## config.mk

```make
export PLATFORM = sky130hd
export DESIGN_NAME = bus_target
export DESIGN_NICKNAME = d
export VERILOG_FILES = /design/src/rtl/bus_target.sv
export SDC_FILE = /design/constraint.sdc
export NUM_CORES = 1
export LEC_CHECK = 0
export ABC_AREA = 1
export CAP_MARGIN = 15
export CORE_UTILIZATION = 46
export DETAILED_ROUTE_END_ITERATION = 12
export PLACE_DENSITY = 0.83
export SLEW_MARGIN = 20
export SYNTH_ARGS = -nofsm -noshare
export SYNTH_HDL_FRONTEND = slang
export SYNTH_SLANG_ARGS = --single-unit
```

## constraint.sdc

```tcl
create_clock -name clk -period 2.4 [get_ports clk]
set_input_delay 0.48 -clock clk [delete_from_list [all_inputs] [get_ports clk]]
set_output_delay 0.48 -clock clk [all_outputs]
set_load 0.005 [all_outputs]
```

## src/rtl/bus_target.sv

```systemverilog
// Synchronous bus target for the SYNC/DIN/DOUT/WTBT/RPLY system bus: address-window decode,
// wait-stated RAM port, reply. Optional `BUS_TARGET_WRITE_PROTECT_EN adds wp / wp_err.
module bus_target #(
  parameter logic [15:0] BASE        = 16'o100000,
  parameter logic [15:0] MASK        = 16'o170000,
  parameter int unsigned WAIT_STATES = 1
) (
  input  logic        clk,
  input  logic        reset_n,
  input  logic        ce,
  input  logic        sync,
  input  logic        din,
  input  logic        dout,
  input  logic        wtbt,
  input  logic [15:0] addr_i,
  input  logic [15:0] data_i,
  output logic [15:0] data_o,
  output logic        rply,
  output logic        sel,
  output logic [14:0] mem_addr,
  output logic        mem_re,
  output logic        mem_we,
  output logic [1:0]  mem_be,
  output logic [15:0] mem_wdata,
  input  logic [15:0] mem_rdata,
`ifdef BUS_TARGET_WRITE_PROTECT_EN
  input  logic        wp,
  output logic        wp_err,
`endif
  output logic [1:0]  dbg_state
);

  // Handshake: the master raises sync (with din or dout) and holds it for the whole
  // transaction; the target answers with rply, which stays up until sync is sampled low.
  // Dropping sync before rply aborts the transaction without side effects.

  typedef enum logic [1:0] {
    IDLE   = 2'd0,
    ACCESS = 2'd1,
    REPLY  = 2'd2,
    HOLD   = 2'd3
  } state_t;

  localparam logic [3:0] WS_LOAD = 4'(WAIT_STATES);

  state_t     state;
  logic [3:0] cnt;
  logic       is_write;
  logic       hit;
  logic       one_dir;
  logic       write_ok;
  logic [1:0] be_next;

  assign hit     = (addr_i & MASK) == (BASE & MASK);
  assign one_dir = din ^ dout;
  assign be_next = !wtbt ? 2'b11 : (addr_i[0] ? 2'b10 : 2'b01);

`ifdef BUS_TARGET_WRITE_PROTECT_EN
  assign write_ok = !wp;
`else
  assign write_ok = 1'b1;
`endif

  assign dbg_state = state;

  always_ff @(posedge clk or negedge reset_n) begin
    if (!reset_n) begin
      state     <= IDLE;
      cnt       <= 4'd0;
      is_write  <= 1'b0;
      data_o    <= 16'd0;
      rply      <= 1'b0;
      sel       <= 1'b0;
      mem_addr  <= 15'd0;
      mem_re    <= 1'b0;
      mem_we    <= 1'b0;
      mem_be    <= 2'b00;
      mem_wdata <= 16'd0;
`ifdef BUS_TARGET_WRITE_PROTECT_EN
      wp_err    <= 1'b0;
`endif
    end else if (ce) begin
      mem_we <= 1'b0;
      case (state)
        IDLE: begin
          if (sync && hit) begin
            sel <= 1'b1;
            if (one_dir) begin
              mem_addr  <= addr_i[15:1];
              mem_wdata <= data_i;
              mem_be    <= be_next;
              is_write  <= dout;
              mem_re    <= din;
              cnt       <= WS_LOAD;
              state     <= ACCESS;
            end else begin
              // Ambiguous request: claim the bus but never reply, so the master times out.
              state <= HOLD;
            end
          end
        end
        ACCESS: begin
          if (!sync) begin
            state  <= IDLE;
            sel    <= 1'b0;
            mem_re <= 1'b0;
          end else if (cnt == 4'd0) begin
            state  <= REPLY;
            rply   <= 1'b1;
            mem_re <= 1'b0;
            if (is_write) begin
              mem_we <= write_ok;
`ifdef BUS_TARGET_WRITE_PROTECT_EN
              if (!write_ok) wp_err <= 1'b1;
`endif
            end else begin
              data_o <= mem_rdata;
            end
          end else begin
            cnt <= cnt - 4'd1;
          end
        end
        REPLY: begin
          if (!sync) begin
            state  <= IDLE;
            rply   <= 1'b0;
            data_o <= 16'd0;
            sel    <= 1'b0;
          end
        end
        HOLD: begin
          if (!sync) begin
            state <= IDLE;
            sel   <= 1'b0;
          end
        end
        default: state <= IDLE;
      endcase
    end
  end

endmodule

```

# Yosys cells after proc, flatten, opt, wreduce, memory -nomap -nowiden
# Cells that the tools add are included.
# word_totals
reg_bits,60
latch_bits,0
mem_bits_rw,0
rom_bits,0
in_bits,55
output_inout_bits,55
word_cells,74
mem_count,0
# op_classes
addsub,1
n_mul,0
n_div,0
n_lt_le_gt_ge,0
eq_ne,14
shifts,0
muxes,33
bitwise,1
n_reduce_logical,14
# ops
cell,count
two-way mux 16 bit,4
one-hot mux 16 bit (2 select lines),1
"!= test 2 bit, second input constant",9
two-way mux 4 bit,4
two-way mux 2 bit,7
two-way mux 1 bit,12
AND reduction 6 bit,2
AND reduction 5 bit,2
one-hot mux 4 bit (2 select lines),1
AND reduction 4 bit,2
one-hot mux 1 bit (2 select lines),3
one-hot mux 2 bit (3 select lines),1
"== test 2 bit, second input constant",2
"== test 4 bit, second input constant",1
zero test 4 bit,1
nonzero test 2 bit,2
"subtractor 4 x 1 -> 4 bit, second input constant",1
"!= test 3 bit, second input constant",1
AND reduction 3 bit,1
OR reduction 3 bit,1
"== test 2 x 1 -> 1 bit, second input constant",1
zero test 2 bit,1
OR reduction 2 bit,1
logical AND 1 bit,1
bitwise XOR 1 bit,1

# Depth between registers and ports, before layout
# Gate-level depths: netlist of run 1.
# depth
ltp_word,4
ltp_mapped,10
ltp_nobuf,9

# Worst setup path before layout of run 1
# No wires, ideal clock.
# synth_timing
path_kind,register -> register
from,reg cnt[0]
to,reg data_o[0]
setup_ns,0.116
t_arrival_ns,1.328
t_required_ns,2.284
setup_slack_ns,0.955
path_stages_with_launch,11
n_path_buf,1
synth_period_minus_slack_ns,1.445
path_cell_list,dfrtp_1 -> inv_1 -> ha_1 -> nand3_1 -> nor2_2 -> inv_1 -> nand2_2 -> nand3_4 -> buf_6 -> nand2_1 -> nand2_1
# synth_via
elab_chain_len,3
# synth_rtl
element,line,text
from (decl),47,logic [3:0] cnt;
from (signal assigned),120,cnt <= cnt - 4'd1;
zero test 4 bit,107,end else if (cnt == 4'd0) begin
!= test 2 bit (no line),n/a,
AND reduction 6 bit (no line),n/a,
to (signal assigned),117,data_o <= mem_rdata;
to (decl),17,"output logic [15:0] data_o,"
# No other way between the ends.
# A chain may end at the register's enable or synchronous reset.

# Final worst setup path of run 1
# layout_timing
from,in sync
to,reg cnt[3]
# layout_via
elab_chain_len,3
elab_cells_between_ends,4
cone_classes,eq/ne (2); reduce/logical (2)
# layout_rtl
element,line,text
from (decl),11,"input logic sync,"
logical AND 1 bit,86,if (sync && hit) begin
!= test 2 bit (no line),n/a,
AND reduction 6 bit (no line) (*),n/a,
# Mark *: on every way between the ends. The rest lies on a longest branch, timed or not.

==> impl_metrics.yaml, run 1 <==
cts:
  cts.sinks: 60
  cts_hold_buf: 0
  clkLatencyLatePin_ns: 0.34
  cts_buffers: 9
  clockRootBuffer: "clkbuf_8"
  clkTransAtPathRegs_ns: 0.07
  htree_levels: 3
  post_cts_buffers: 0
  clockBufferDepth: 2
  cts_tree: "built"
  cts-resized-gates: 0
synthesis:
  yosys.cell_types.count: 21
  synth_area_per_cell_um2: 7.79
  synth_area_um2: 2700
  synthTopCellsByArea: "dfrtp_1 56%, nand2_1 26%, inv_1 4.7%, nor2_1 2.5%, nand3_1 1.9%"
  yosysMostFrequentCell: "nand2_1"
  synth-seq-cells: 60
  postSynthCellCount: 346
  yosys.area.top_type: "dfrtp_1"
  yosysTopAreaCellShare_pct: 55.7
  ys_seq_area_share_pct: 55.7
  synth-async-reset-ratio_pct: 100
  synth.top_cells.by_count: "187 x nand2_1, 60 x dfrtp_1, 34 x inv_1"
  ys.flop_type: "dfrtp_1"
  synth_fp_nets: 403
  synth_edf_count: 0
  ys_warn_count: 0
setup_path:
  worstPathRequired_ns: 2.63
  crit_type: "in -> reg"
  crit_path_max_fanout: 5
  cp.arrival_ns: 2.07
  end_kind: "flip-flop"
  start_kind: "primary input"
timing:
  finalSetupViolations: 0
  finalSetupTns_ns: 0
  fin_skew_ns: 0.00678
  tightestPinTransition_ns: 0.742
  rsz0062_at_grt: "no"
  timing_hold_violations_final: 0
  fin_crit_sh_pct: 76.8
  drv_slew: 0
  setup_slack_ns: 0.556
  clock.fmax_mhz: 542
  maxSlewHeadroom_pct: 50.5
  min_period_ns: 1.84
grt:
  overflow: 0
  track_usage_pct: 23.9
  grt_first_pass_wirelength_mm: 11.3
  grt_max_degree: 61
  antenna_found_initial: 0
  grt_pass1_vias: 2478
placement:
  post-dp-hpwl_mm: 4.72
  gp_congestion: 0.851
  portBuffers: 109
  post-place-ws_ns: 0.259
layout:
  antennaDiodeCount: 0
  final_nets: 518
  drive_gt1_share_pct: 7.30
  syn2layout_area_growth_pct: 51.3
die:
  dieArea_um2: 6170
  rows: 27
  dieWidth_um: 78.5
  io_pins: 110
  start_util_pct: 48.4
  core_um2: 5570
  die_y_um: 78.5
routing:
  wirelength_mm: 6.71
  drt_pre_antenna_iters: 4
  drc_errors: 0
  drtIter0Drc: 128
  vias: 2565
  viasPerCell: 4.77
  avgRoutedWirePerCell_um: 12.5
  drt.antenna.violating_nets: 0
power:
  ir_drop_mv: 0.508
  p_total_uw: 3370
  leakagePower_uw: 0.00216
  powerDensity_nw_per_um2: 826
status:
  outcome: "finished, final reports clean"
worst_hold_path:
  worstHoldPathType: "in -> async"
run:
  max-cap-violations: 0
==> kinds of logic after synthesis <==
kind of cell             count (synthesis)  share of synthesized area (%)
AO/OA/AOI/OAI                            7                           1.35
buffers and inverters                   47                           7.47
flip-flops                              60                           55.7
XOR/XNOR                                 1                          0.325
AND/OR/NAND/NOR                        229                           34.2
adder cells (fa/ha/maj)                  2                          0.928
==> cell usage in the layout (no fill, tap or decap), drive strengths merged <==
master           n
nand2          189
clkdlybuf4s50  108
dfrtp           60
inv             38
nor2            23
clkbuf          13
nand3           12
buf              5
o21ai            4
nand4            4
a21oi            2
ha               2
or2              1
o22ai            1
xnor2            1
clkinv           1
clkinvlp         1
bufinv           1
==> cell type report <==
class                   count  area [um2]
flip-flops and latches     60        1500
fillers                   445        1500
repair buffers            113        1130
multi-input cells         239         992
clock buffers              13         179
inverters                  38         143
well taps                  72        90.1
clock inverters             3        42.5
==> final timing paths <==
kind,startpoint,endpoint,slack [ns],cells past startpoint
setup / recovery,sync,cnt[3],0.56,8
hold / removal,reset_n,mem_wdata[15],0.29,2
setup reg to reg,dbg_state[0],data_o[7],0.72,8
hold reg to reg,mem_addr[13],mem_addr[13],0.46,2
max in group asynchronous,reset_n,rply,1.63,2
min in group clk,mem_addr[13],mem_addr[13],0.46,2
==> power breakdown <==
part	switching [uW]	internal, uW	leakage (uW)
clock	392	591	0.000112
sequential	135	1220	0.000813
combinational	467	561	0.00124
total	994	2370	0.00216
==> metrics by stage <==
step | cell area (um2) | util (%) | cells | hold slack [ns]
detailed placement | 3850 | 69.2 | 522 | 0.453
CTS | 4080 | 73.1 | 538 | 0.312
global route | 4080 | 73.1 | 538 | 0.355
finish | 4080 | 73.1 | 538 | 0.289
global placement | 3850 | 69.2 | 522 | 0.449
floorplan | 2700 | - | 346 | 0.184
==> critical path, stage by stage <==
cell             delay (ns)
clkdlybuf4s50_1        0.55
inv_1                  0.13
nor2_1                 0.14
nand3_1                0.12
a21oi_1                0.31
nand2_1                0.19
nand2_1                0.10
nand2_1                0.05
==> sequential cells by signal (all words and copies together) (netlist names), 2 cells and up <==
name and cells:
mem_be 2, cnt 4, mem_wdata 16, dbg_state 2, mem_addr 15, data_o 16
==> layer usage <==
metal,routed length (um),up-vias,global-route usage [%]
met5,0,-,0
met1,2730,1182,28.3
met3,696,6,10.5
met4,52,0,8.33
li1,-,1262,-
met2,3220,115,38.3
(Power assumes the default switching activity.)
==> inputs of run 2 (changes only) <==
Settings changed: CORE_UTILIZATION 46 to 43, PLACE_DENSITY 0.83 to 0.78.
Clock period 2.4 ns to 1.8 ns, I/O delays scaled along.
==> run 2 against run 1 <==
Compared with the run above:
- critical endpoint is now dbg_state[0]
- worst hold slack worse by 0.25 ns
- power up 37%
- die area up 6.8%
- core utilization down 3.1 points
- count of clock-buffer cells in the layout down 1
- largest power group unchanged
==> impl_metrics.yaml, run 2 (synthesis gave the netlist of run 1 again) <==
grt:
  grt_first_pass_wirelength_mm: 10.6
  top_usage_layer: "met2"
  grt_pass1_vias: 2474
  overflow: 0
  grtUsageMet3_pct: 9.55
  antenna_found_initial: 0
  track_usage_pct: 21.6
  grt_use_met1_pct: 25.7
  grt_max_degree: 36
  use_met2_pct: 35.3
layout:
  instances_no_fill: 551
  final_nets: 528
  top_regs: "data_o (16), mem_wdata (16), mem_addr (15)"
  multi_input_area_um2: 992
  layout_common_cells: "187 x nand2_1, 108 x clkdlybuf4s50_1, 60 x dfrtp_1"
  fillCellCount: 492
  layout.cells.most_common: "nand2_1"
  fin_util_pct: 70.0
  syn2layout_area_growth_pct: 55.6
  drive_gt1_share_pct: 9.24
  antennaDiodeCount: 0
  register_area_um2: 1500
routing:
  avgRoutedWirePerCell_um: 12.1
  drt.antenna.violating_nets: 0
  drtIter0Drc: 107
  drc_errors: 0
  drt_pre_antenna_iters: 4
  wirelength_mm: 6.66
  viasPerCell: 4.61
  vias: 2539
timing:
  fin_crit_sh_pct: 96.0
  finalSetupViolations: 0
  drv_slew: 0
  clock.fmax_mhz: 579
  fin_skew_ns: 0.0111
  rsz0062_at_grt: "no"
  tightestPinTransition_ns: 0.626
  finalSetupTns_ns: 0
  min_period_ns: 1.73
  maxSlewHeadroom_pct: 58.3
  timing_hold_violations_final: 0
die:
  dieArea_um2: 6590
  dieWidth_um: 81.2
  die_y_um: 81.2
  core_um2: 5990
  rows: 28
  io_pins: 110
  start_util_pct: 45.0
cts:
  clockBufferDepth: 2
  clkLatencyLatePin_ns: 0.34
  cts_tree: "built"
  htree_levels: 3
  cts_buffers: 9
  cts-resized-gates: 0
  cts_hold_buf: 0
  post_cts_buffers: 0
  cts.sinks: 60
  clkTransAtPathRegs_ns: 0.07
  clockRootBuffer: "clkbuf_8"
setup_path:
  worstPathRequired_ns: 1.44
  rr_endpoint: "data_o[3]"
  worstReg2RegStart: "cnt[0]"
  path_depth: 1
  end_kind: "primary output"
  path_cells: "clkdlybuf4s50_1"
  critPathMaxStageDelay_ns: 0.56
  crit_type: "reg -> out"
  worstRegToRegCells: 9
  start_kind: "flip-flop"
  path_delay_family: "buffers and inverters"
  crit_slowest_cell: "clkdlybuf4s50_1"
  path_buf_inv: 1
  crit_path_max_fanout: 6
  rrSetupSlack_ns: 0.23
  cp.arrival_ns: 1.37
power:
  ir_drop_mv: 0.587
  leakagePower_uw: 0.00223
  powerDensity_nw_per_um2: 1100
placement:
  post-dp-hpwl_mm: 4.78
  portBuffers: 109
  gp_congestion: 0.911
  dp_cells: 535
status:
  outcome: "finished, final reports clean"
run:
  max-cap-violations: 0
worst_hold_path:
  worstHoldPathType: "in -> async"
-- run 2: cell types whose count changed in the layout (fill, tap and decap cells not counted), sizes merged --
cell,change
clkinvlp,-1
bufinv,+1
buf,+10
clkinv,+1
clkbuf,-1
-- run 2: worst max-delay path by stage --
| stage | start | end |
|---|---|---|
| finish | dbg_state[0] | dbg_state[0] |
| global route | dbg_state[0] | dbg_state[0] |
| CTS | dbg_state[0] | dbg_state[0] |
| detailed placement | addr_i[12] | mem_addr[9] |
| global placement | addr_i[12] | mem_addr[9] |
| floorplan | cnt[0] | data_o[0] |
-- run 2: where the power goes --
group | switching, uW | internal, uW | leakage [uW]
Combinational | 620 | 779 | 0.00129
Clock | 514 | 888 | 0.000122
Sequential | 182 | 1630 | 0.000813
-- run 2: area by class of cell --
| type | instances | share of cell area [%] |
|---|---|---|
| clock buffers | 12 | 3.94 |
| multi-input cells | 239 | 23.7 |
| repair buffers | 123 | 29.3 |
| inverters | 38 | 3.40 |
| clock inverters | 4 | 1.67 |
| flip-flops and latches | 60 | 35.8 |
| well taps | 75 | 2.24 |
-- run 2: worst register-to-register path: stages (launching register included) --
cell     delay (ns)
dfrtp_1        0.40
inv_1          0.10
ha_1           0.15
nand3_1        0.10
nor2_2         0.13
inv_1          0.10
nand2_2        0.13
nand3_4        0.19
nand2_1        0.12
nand2_1        0.05
-- run 2: through the flow --
step	worst slack (ns)	hold slack, ns	cell area [um2]	power (uW)
floorplan	0.355	0.0644	2700	2410
global placement	0.0481	0.411	3960	3180
detailed placement	0.0125	0.414	3960	3230
CTS	0.0683	0.0507	4190	4650
global route	0.0464	0.0731	4190	4900
finish	0.0723	0.0397	4190	4610
-- run 2: metal layers --
layer,share of wire [%],routed length (um)
met5,0,0
met4,1.2,82
met3,8.4,557
met2,47,3100
met1,44,2920
